**src/rtl/custom_instr_responder_pkg.sv**
```systemverilog
// Shared constants and types for the custom-0 instruction responder.
package custom_instr_responder_pkg;

    localparam logic [4:0]  CI_MAJOR_OPCODE   = 5'b00010;
    localparam logic [31:0] CI_DEFAULT_RESULT = 32'hdeadbeef;
    localparam int unsigned FUNCT7_SUB        = 5;

    typedef enum logic [2:0] {
        OpLoad  = 3'd0,
        OpAdd   = 3'd1,
        OpRead  = 3'd2,
        OpMac   = 3'd3,
        OpClear = 3'd4,
        OpCount = 3'd5,
        OpAddi  = 3'd6,
        OpRsvd  = 3'd7
    } minor_op_e;

endpackage

```
**src/rtl/custom_instr_hart_state.sv**
```systemverilog
// Private accumulator and saturating invocation counter for one hardware thread.
module custom_instr_hart_state
    import custom_instr_responder_pkg::*;
#(
    parameter int unsigned DATA_WIDTH = 32
) (
    input  logic                  i_clk,
    input  logic                  i_rst_n,
    input  logic                  i_en,
    input  minor_op_e             i_op,
    input  logic                  i_sub,
    input  logic [DATA_WIDTH-1:0] i_op1,
    input  logic [DATA_WIDTH-1:0] i_op2,
    input  logic [DATA_WIDTH-1:0] i_imm,
    output logic [DATA_WIDTH-1:0] o_acc,
    output logic [DATA_WIDTH-1:0] o_cnt
);

    logic [DATA_WIDTH-1:0] r_acc;
    logic [DATA_WIDTH-1:0] r_cnt;
    logic [DATA_WIDTH-1:0] w_acc_next;
    logic [DATA_WIDTH-1:0] w_cnt_next;
    logic [DATA_WIDTH-1:0] w_prod;

    // Only the low half of the product is kept.
    assign w_prod = i_op1 * i_op2;

    always_comb begin
        w_acc_next = r_acc;
        w_cnt_next = r_cnt;
        if (i_en) begin
            if (r_cnt != '1) begin
                w_cnt_next = r_cnt + 1'b1;
            end
            case (i_op)
                OpLoad:  w_acc_next = i_op1;
                OpAdd:   w_acc_next = i_sub ? (r_acc - i_op2) : (r_acc + i_op2);
                OpMac:   w_acc_next = r_acc + w_prod;
                OpClear: begin
                    w_acc_next = '0;
                    w_cnt_next = '0;
                end
                OpAddi:  w_acc_next = r_acc + i_imm;
                default: ;
            endcase
        end
    end

    always_ff @(posedge i_clk) begin
        if (!i_rst_n) begin
            r_acc <= '0;
            r_cnt <= '0;
        end else begin
            r_acc <= w_acc_next;
            r_cnt <= w_cnt_next;
        end
    end

    assign o_acc = r_acc;
    assign o_cnt = r_cnt;

endmodule

```
**src/rtl/custom_instr_responder.sv**
```systemverilog
// Responder for the core's CustomInstr port: decodes custom-0 ops, updates per-hart
// state and returns a registered result one cycle after issue.
module custom_instr_responder
    import custom_instr_responder_pkg::*;
#(
    parameter int unsigned           HART_COUNT     = 2,
    parameter int unsigned           HID_WIDTH      = 1,
    parameter int unsigned           DATA_WIDTH     = 32,
    parameter logic [4:0]            MAJOR_OPCODE   = CI_MAJOR_OPCODE,
    parameter logic [DATA_WIDTH-1:0] DEFAULT_RESULT = DATA_WIDTH'(CI_DEFAULT_RESULT)
) (
    input  logic                  clk,
    input  logic                  rst,
    input  logic                  CustomInstr_valid_in,
    input  logic [HID_WIDTH-1:0]  CustomInstr_hid_in,
    input  logic [4:0]            CustomInstr_major_opcode_in,
    input  logic [2:0]            CustomInstr_minor_opcode_in,
    input  logic [DATA_WIDTH-1:0] CustomInstr_op1_in,
    input  logic [DATA_WIDTH-1:0] CustomInstr_op2_in,
    input  logic [DATA_WIDTH-1:0] CustomInstr_imm_in,
    input  logic [6:0]            CustomInstr_funct7_in,
    output logic [DATA_WIDTH-1:0] CustomInstr_result_out
);

    minor_op_e             w_op;
    logic                  w_accept;
    logic                  w_sub;
    logic                  w_unused_funct7;
    logic [HART_COUNT-1:0] w_hart_sel;
    logic [DATA_WIDTH-1:0] w_acc [HART_COUNT];
    logic [DATA_WIDTH-1:0] w_cnt [HART_COUNT];
    logic [DATA_WIDTH-1:0] w_sel_acc;
    logic [DATA_WIDTH-1:0] w_sel_cnt;
    logic [DATA_WIDTH-1:0] w_result_next;
    logic [DATA_WIDTH-1:0] r_result;

    assign w_op     = minor_op_e'(CustomInstr_minor_opcode_in);
    assign w_accept = CustomInstr_valid_in
                      && (CustomInstr_major_opcode_in == MAJOR_OPCODE)
                      && (32'(CustomInstr_hid_in) < HART_COUNT);
    assign w_sub    = CustomInstr_funct7_in[FUNCT7_SUB];

    assign w_unused_funct7 = ^{CustomInstr_funct7_in[6:FUNCT7_SUB+1],
                               CustomInstr_funct7_in[FUNCT7_SUB-1:0]};

    for (genvar h = 0; h < HART_COUNT; h++) begin : g_hart
        assign w_hart_sel[h] = (32'(CustomInstr_hid_in) == h);

        custom_instr_hart_state #(
            .DATA_WIDTH(DATA_WIDTH)
        ) u_hart_state (
            .i_clk   (clk),
            .i_rst_n (rst),
            .i_en    (w_accept && w_hart_sel[h]),
            .i_op    (w_op),
            .i_sub   (w_sub),
            .i_op1   (CustomInstr_op1_in),
            .i_op2   (CustomInstr_op2_in),
            .i_imm   (CustomInstr_imm_in),
            .o_acc   (w_acc[h]),
            .o_cnt   (w_cnt[h])
        );
    end

    always_comb begin
        w_sel_acc = '0;
        w_sel_cnt = '0;
        for (int h = 0; h < HART_COUNT; h++) begin
            if (w_hart_sel[h]) begin
                w_sel_acc = w_acc[h];
                w_sel_cnt = w_cnt[h];
            end
        end
    end

    // Reads see the pre-update state, so COUNT returns the count before its own increment.
    always_comb begin
        w_result_next = DEFAULT_RESULT;
        if (w_accept) begin
            case (w_op)
                OpRead:  w_result_next = w_sel_acc;
                OpCount: w_result_next = w_sel_cnt;
                default: ;
            endcase
        end
    end

    always_ff @(posedge clk) begin
        if (!rst) begin
            r_result <= DEFAULT_RESULT;
        end else begin
            r_result <= w_result_next;
        end
    end

    assign CustomInstr_result_out = r_result;

endmodule

```
**config.mk**
```make
export PLATFORM = sky130hd
export DESIGN_NAME = custom_instr_responder
export DESIGN_NICKNAME = d
export VERILOG_FILES = /design/src/rtl/custom_instr_responder_pkg.sv /design/src/rtl/custom_instr_hart_state.sv /design/src/rtl/custom_instr_responder.sv
export SDC_FILE = /design/constraint.sdc
export NUM_CORES = 2
export LEC_CHECK = 0
export ABC_CLOCK_PERIOD_IN_PS = 11600
export BUFFER_PORTS_ARGS = -buffer_cell sky130_fd_sc_hd__buf_2
export CAP_MARGIN = 40
export CORE_UTILIZATION = 65
export DETAILED_ROUTE_END_ITERATION = 16
export HOLD_SLACK_MARGIN = 0.08
export PLACE_DENSITY = 0.93
export SETUP_SLACK_MARGIN = 0.15
export SLEW_MARGIN = 20
export SYNTH_ARGS = -nofsm -noshare
export SYNTH_HDL_FRONTEND = slang
export SYNTH_SLANG_ARGS = --single-unit
```
**constraint.sdc**
```tcl
create_clock -name clk -period 11.6 [get_ports clk]
set_input_delay 2.32 -clock clk [delete_from_list [all_inputs] [get_ports clk]]
set_output_delay 2.32 -clock clk [all_outputs]
set_load 0.01 [all_outputs]
```
# Yosys cells after proc, flatten, opt, wreduce, memory -nomap -nowiden
# Index checks and enable logic that the tools add are counted.
word_totals:
  reg_bits: 160
  input_bits: 115
  out_inout_bits: 32
  wordCells: 49
classes:
  add_sub_neg: 10
  n_mul: 1
  n_eq_ne: 9
  n_mux: 11
  bitwise_logic: 1
  n_reduce_logical: 12
op_table:
  columns: ["op", "count"]
  rows:
  - ["32-bit case mux with 5 select lines", 2]
  - ["32-bit 2-to-1 mux", 8]
  - ["32-bit adder", 6]
  - ["32-bit by 1-bit adder with 32-bit output, second input constant", 2]
  - ["32-bit inequality test, second input constant", 2]
  - ["32-bit case mux with 2 select lines", 1]
  - ["32-bit subtractor", 2]
  - ["32-bit by 32-bit multiplier with 32-bit output", 1]
  - ["2-bit AND reduction", 5]
  - ["3-bit equality test, second input constant", 3]
  - ["3-bit by 2-bit equality test with 1-bit output, second input constant", 2]
  - ["5-bit by 2-bit equality test with 1-bit output, second input constant", 1]
  - ["5-bit nonzero test", 1]
  - ["2-bit nonzero test", 2]
  - ["3-bit by 1-bit equality test with 1-bit output, second input constant", 1]
  - ["1-bit logical AND", 3]
  - ["3-bit zero test", 1]
  - ["1-bit inverter", 1]

# Logic depth before layout (Yosys ltp)
logic_depth:
  depth_word: 4
  mapped_depth: 41
  mapped_depth_nobuf: 37

# Hierarchy
# A second synthesis with hierarchy kept.
unflattened:
  hier_cells: 5925
  hier_area_um2: 49272.3
by_module_without_submodules:
  columns: ["mod", "n_inst", "cells_each", "area_per_inst_um2", "seq_area_each_um2"]
  rows:
  - ["custom_instr_hart_state at g_hart[1].u_hart_state", 1, 2888, 23817.8, 1281.2]
  - ["custom_instr_hart_state at g_hart[0].u_hart_state", 1, 2854, 23597.6, 1281.2]
  - ["custom_instr_responder", 1, 183, 1856.8, 640.6]

# Worst setup path after synthesis
# Ideal clock, no wire load.
synth_timing:
  path_type: "input to register"
  start: "input CustomInstr_op2_in[3]"
  end: "register g_hart[1].u_hart_state.r_acc[27]"
  setup_time_ns: 0.123
  t_arrival_ns: 10.582
  t_required_ns: 11.477
  path_slack_ns: 0.895
  path_stages: 35
  n_path_buf: 3
  cell_sequence: "clkbuf_1 clkbuf_1 clkbuf_1 and2_1 fa_1 inv_1 fa_1 fa_1 fa_1 inv_1 fa_1 inv_1 fa_1 inv_1 fa_1 fa_1 ha_1 a2111oi_0 a21boi_0 xnor2_1 a21oi_1 nor2_1 a21oi_1 ha_1 a21o_1 a21o_1 a21o_1 a21o_1 a21o_1 a21oi_1 o21bai_1 a21oi_1 xnor2_1 a221oi_1 nor2_1"
synth_via:
  elab_chain_cells: 3
  word_cells_on_any_way: 6
  classes_between: "add/sub (3); mul (1); mux (2)"
synth_rtl:
  columns: ["element", "line_no", "source"]
  rows:
  - ["from (decl)", "custom_instr_responder.sv:19", "input logic [DATA_WIDTH-1:0] CustomInstr_op2_in,"]
  - ["32-bit by 32-bit multiplier with 32-bit output, or another cell as far along", "custom_instr_hart_state.sv:26", "assign w_prod = i_op1 * i_op2;"]
  - ["32-bit adder / 32-bit 2-to-1 mux (equally long branches)", "custom_instr_hart_state.sv:38, custom_instr_hart_state.sv:37", null]
  - ["32-bit case mux with 5 select lines (*)", "custom_instr_hart_state.sv:35", "case (i_op)"]
  - ["to (signal assigned)", "custom_instr_hart_state.sv:54", "r_acc <= w_acc_next;"]
  - ["to (decl)", "custom_instr_hart_state.sv:19", "logic [DATA_WIDTH-1:0] r_acc;"]
# Mark *: on every way between the ends. The rest lies on a longest branch, timed or not.
# A chain may end at the register's enable or synchronous reset.

# Worst setup path in the final report
layout_timing:
  start: "input CustomInstr_op2_in[2]"
  end: "register g_hart[0].u_hart_state.r_acc[30]"
layout_via:
  elab_chain_cells: 3
  word_cells_on_any_way: 6
  classes_between: "add/sub (3); mul (1); mux (2)"
layout_rtl:
  columns: ["element", "line_no"]
  rows:
  - ["32-bit by 32-bit multiplier with 32-bit output, or another cell as far along", "custom_instr_hart_state.sv:26"]
  - ["32-bit adder / 32-bit 2-to-1 mux (equally long branches)", "custom_instr_hart_state.sv:38, custom_instr_hart_state.sv:37"]
  - ["32-bit case mux with 5 select lines (*)", "custom_instr_hart_state.sv:35"]
  - ["to (signal assigned)", "custom_instr_hart_state.sv:54"]
  - ["to (decl)", "custom_instr_hart_state.sv:19"]
# Marks and branches as above.

==> results.md <==
* H-tree depth at 4
* Yosys top cell by area: fa_1
* Most used cell, CP: fa_1
* Setup Fix Bufs, Post-CTS at 0
* GRT overflow at 0
* Worst Path Arrival at 11.35 ns
* DR vias at 25300
* Period minus WS final at 11.04 ns
* Slowest-stage cell, CP: or4_1
* # nets final at 4079
* Die W at 209 microns
* DRT iter0 DRCs at 2836
* Total clock sinks at 160
* Worst r2r src: g_hart[0].u_hart_state.o_acc[0]
* Max-cap violations at 0
* Startpoint types: primary input
* Total Wirelength at 86.9 mm
* Crit end category: flip-flop
* Worst Setup Path Type: in -> reg
* Global-route wire length before repair at 139 mm
* Synth Register Bits at 160
* All-Layer GR Usage at 40.8%
* Tightest Pin Transition at 0.859 ns
* Setup TNS at 0 ns
* Layout cells sized above 1 at 7.46%
* Port buffer count at 140
* Sequential fraction of the synthesis area at 11.5%
* Number of synthesized flops with an enable pin at 0
* TritonCTS clock tree: yes
* CP Max Fanout at 32
* Syn nets at 4070
* Required @ worst endpoint at 11.91 ns
* Min-delay worst type: reg -> reg
* Hold Path Cell Cnt at 2
* Vias/cell at 6.46
* Clk_skew at 0.00791 ns
* Post-route DRC at 0
* Pin count of the biggest net entering global routing at 77
* Most instantiated cells after synthesis: inv_1, fa_1, nand2_1
* Asr flop ratio synth at 0%
* IO Pins at 147
* Setup repair after global routing missed its margin: false
* Area growth syn-to-layout at 6.04%
* Vias in the first global route at 26100
* R2r worst-path depth at 15
* Initial antenna violation count at 2
* Final hold slack at 0.513 ns
* Core area at 0.0421 sq mm
* Hold Startpoint: g_hart[0].u_hart_state.o_cnt[30]
* Ys Warns at 0
* Reg-to-reg slack, setup at 7.65 ns
* Yosys top cell area share at 29.4%
* Post-DRT Antenna Nets at 0
* Count of final setup violators at 0
* Die extent in y at 209 microns
* Num CTS Buffers at 17
* Period Utilization, post-route at 95.1%
* Die area at 0.0438 sq mm
* Distinct cells, synth at 77
* Site Rows at 75
* Starting density of the core at 66.3%
* Status: completed
* Final Max Slew Viols at 0
* Drt wl/cell at 22.2 microns
* Slowest stage delay, CP at 0.62 ns
* Cell with the most instances after synthesis: inv_1
* Hold EP: g_hart[0].u_hart_state.o_cnt[30]
* Top cells by area, synth: fa_1, dfxtp_1, ha_1
* Mapped cell area at 0.0279 sq mm
* Placer Congestion at 1.01
* Clock buffer depth at 2
* Hpwl dp at 66.2 mm
* Worst slew margin at 42.7%
* Post-synth top flop: dfxtp_1
* Worst-path clk slew at 0.06 ns
* FMAX at 90.6 MHz
* Cell count after synthesis at 3357
* Clk root buf: clkbuf_16
* Clock Latency Late Sink at 0.44 ns
* DRT Pass-1 Iters at 8
* Synth Area per Inst at 8.32 sq um
* Hold Violations, Final at 0
* R2r endpoint: g_hart[0].u_hart_state.o_acc[30]
[what timing repair did]
action,4_1_cts,5_1_grt
hold buffers,0,0
setup endpoints to repair,0,5
endpoints found under the hold margin,0,0
resized for setup,0,13
[how the worst max path moves through the flow]
stage / from / to / slack [ns] / cells after the start
after CTS: CustomInstr_op2_in[6] / g_hart[1].u_hart_state.o_acc[30] / 0.65 / 35
after detailed placement: CustomInstr_op2_in[6] / g_hart[1].u_hart_state.o_acc[30] / 0.22 / 35
after global placement: CustomInstr_op2_in[6] / g_hart[0].u_hart_state.o_acc[31] / 0.40 / 35
final: CustomInstr_op2_in[2] / g_hart[0].u_hart_state.o_acc[30] / 0.56 / 34
after global routing: CustomInstr_op2_in[2] / g_hart[0].u_hart_state.o_acc[30] / 0.18 / 34
after floorplan: CustomInstr_op2_in[3] / g_hart[1].u_hart_state.o_acc[27] / 0.89 / 35
[worst max-delay path: cells and delay by family]
| kind | cells | cell delay [ns] |
|---|---|---|
| compound gates | 10 | 2.33 |
| xor+xnor | 2 | 0.35 |
| fa+ha+maj | 10 | 3.97 |
| buf+inv | 6 | 0.66 |
| simple gates | 6 | 1.70 |
[per-layer routing]
metal / wire length, microns / vias up / track usage [%] / share of wire (%)
met4: 6220 / 2 / 24.9 / 7.2
met3: 11100 / 454 / 10.3 / 13
met2: 39100 / 1753 / 64.8 / 45
met1: 30400 / 12100 / 50.1 / 35
li1: - / 11000 / - / -
met5: 13 / - / 0 / 0.015
[sequential cells by signal, summed over array words and instances (netlist names)]
name / flops
CustomInstr_result_out: 32
g_hart.u_hart_state.o_acc: 64
g_hart.u_hart_state.o_cnt: 64
[metrics by stage]
step / area, sq um / setup WS (ns) / utilization, % / std cells
after global placement: 28900 / 0.396 / 68.7 / 3884
after global routing: 29600 / 0.181 / 70.3 / 3918
after detailed placement: 29000 / 0.222 / 68.7 / 3886
after floorplan: 27900 / 0.895 / - / 3357
after CTS: 29600 / 0.648 / 70.2 / 3918
final: 29600 / 0.564 / 70.3 / 3920
[layout by cell type, fill, tap and decap left out, drive strengths merged, types with 15 or more instances in the layout]
cell type	netlist	layout
a211oi	16	16
a21o	40	40
a21oi	120	120
a221oi	72	72
a31oi	39	39
and2	287	287
and3	16	16
buf	16	180
clkbuf	185	30
dfxtp	160	160
fa	410	410
ha	188	188
inv	440	443
mux2i	26	26
nand2	406	406
nand3	57	57
nand4	23	23
nor2	177	177
nor3	30	30
o211ai	22	22
o21a	20	20
o21ai	151	151
o21bai	15	15
or3	30	30
xnor2	155	155
xor2	80	80
[final cells by class]
| class | count | area [sq um] |
|---|---|---|
| Antenna cell | 2 | 5.00 |
| Clock buffer | 19 | 453 |
| Clock inverter | 13 | 154 |
| Fill cell | 3003 | 12500 |
| Inverter | 441 | 1660 |
| Multi-Input combinational cell | 2555 | 22300 |
| Sequential cell | 160 | 3200 |
| Tap cell | 539 | 674 |
| Timing Repair Buffer | 191 | 1120 |
[kinds of logic (layout without fill, tap and decap cells)]
group	after synthesis	in the layout	share of synthesized area, %
AND/OR/NAND/NOR	1108	1108	19.7
buffers and inverters	642	664	8.67
adder cells (fa/ha/maj)	598	598	37.8
AO/OA/AOI/OAI	587	587	14.0
XOR/XNOR	236	236	7.45
flip-flops	160	160	11.5
multiplexers	26	26	0.932
other	0	2	0
Power is not shown: default switching activity piles up to over one toggle a cycle in this logic, so the estimate is an artifact.
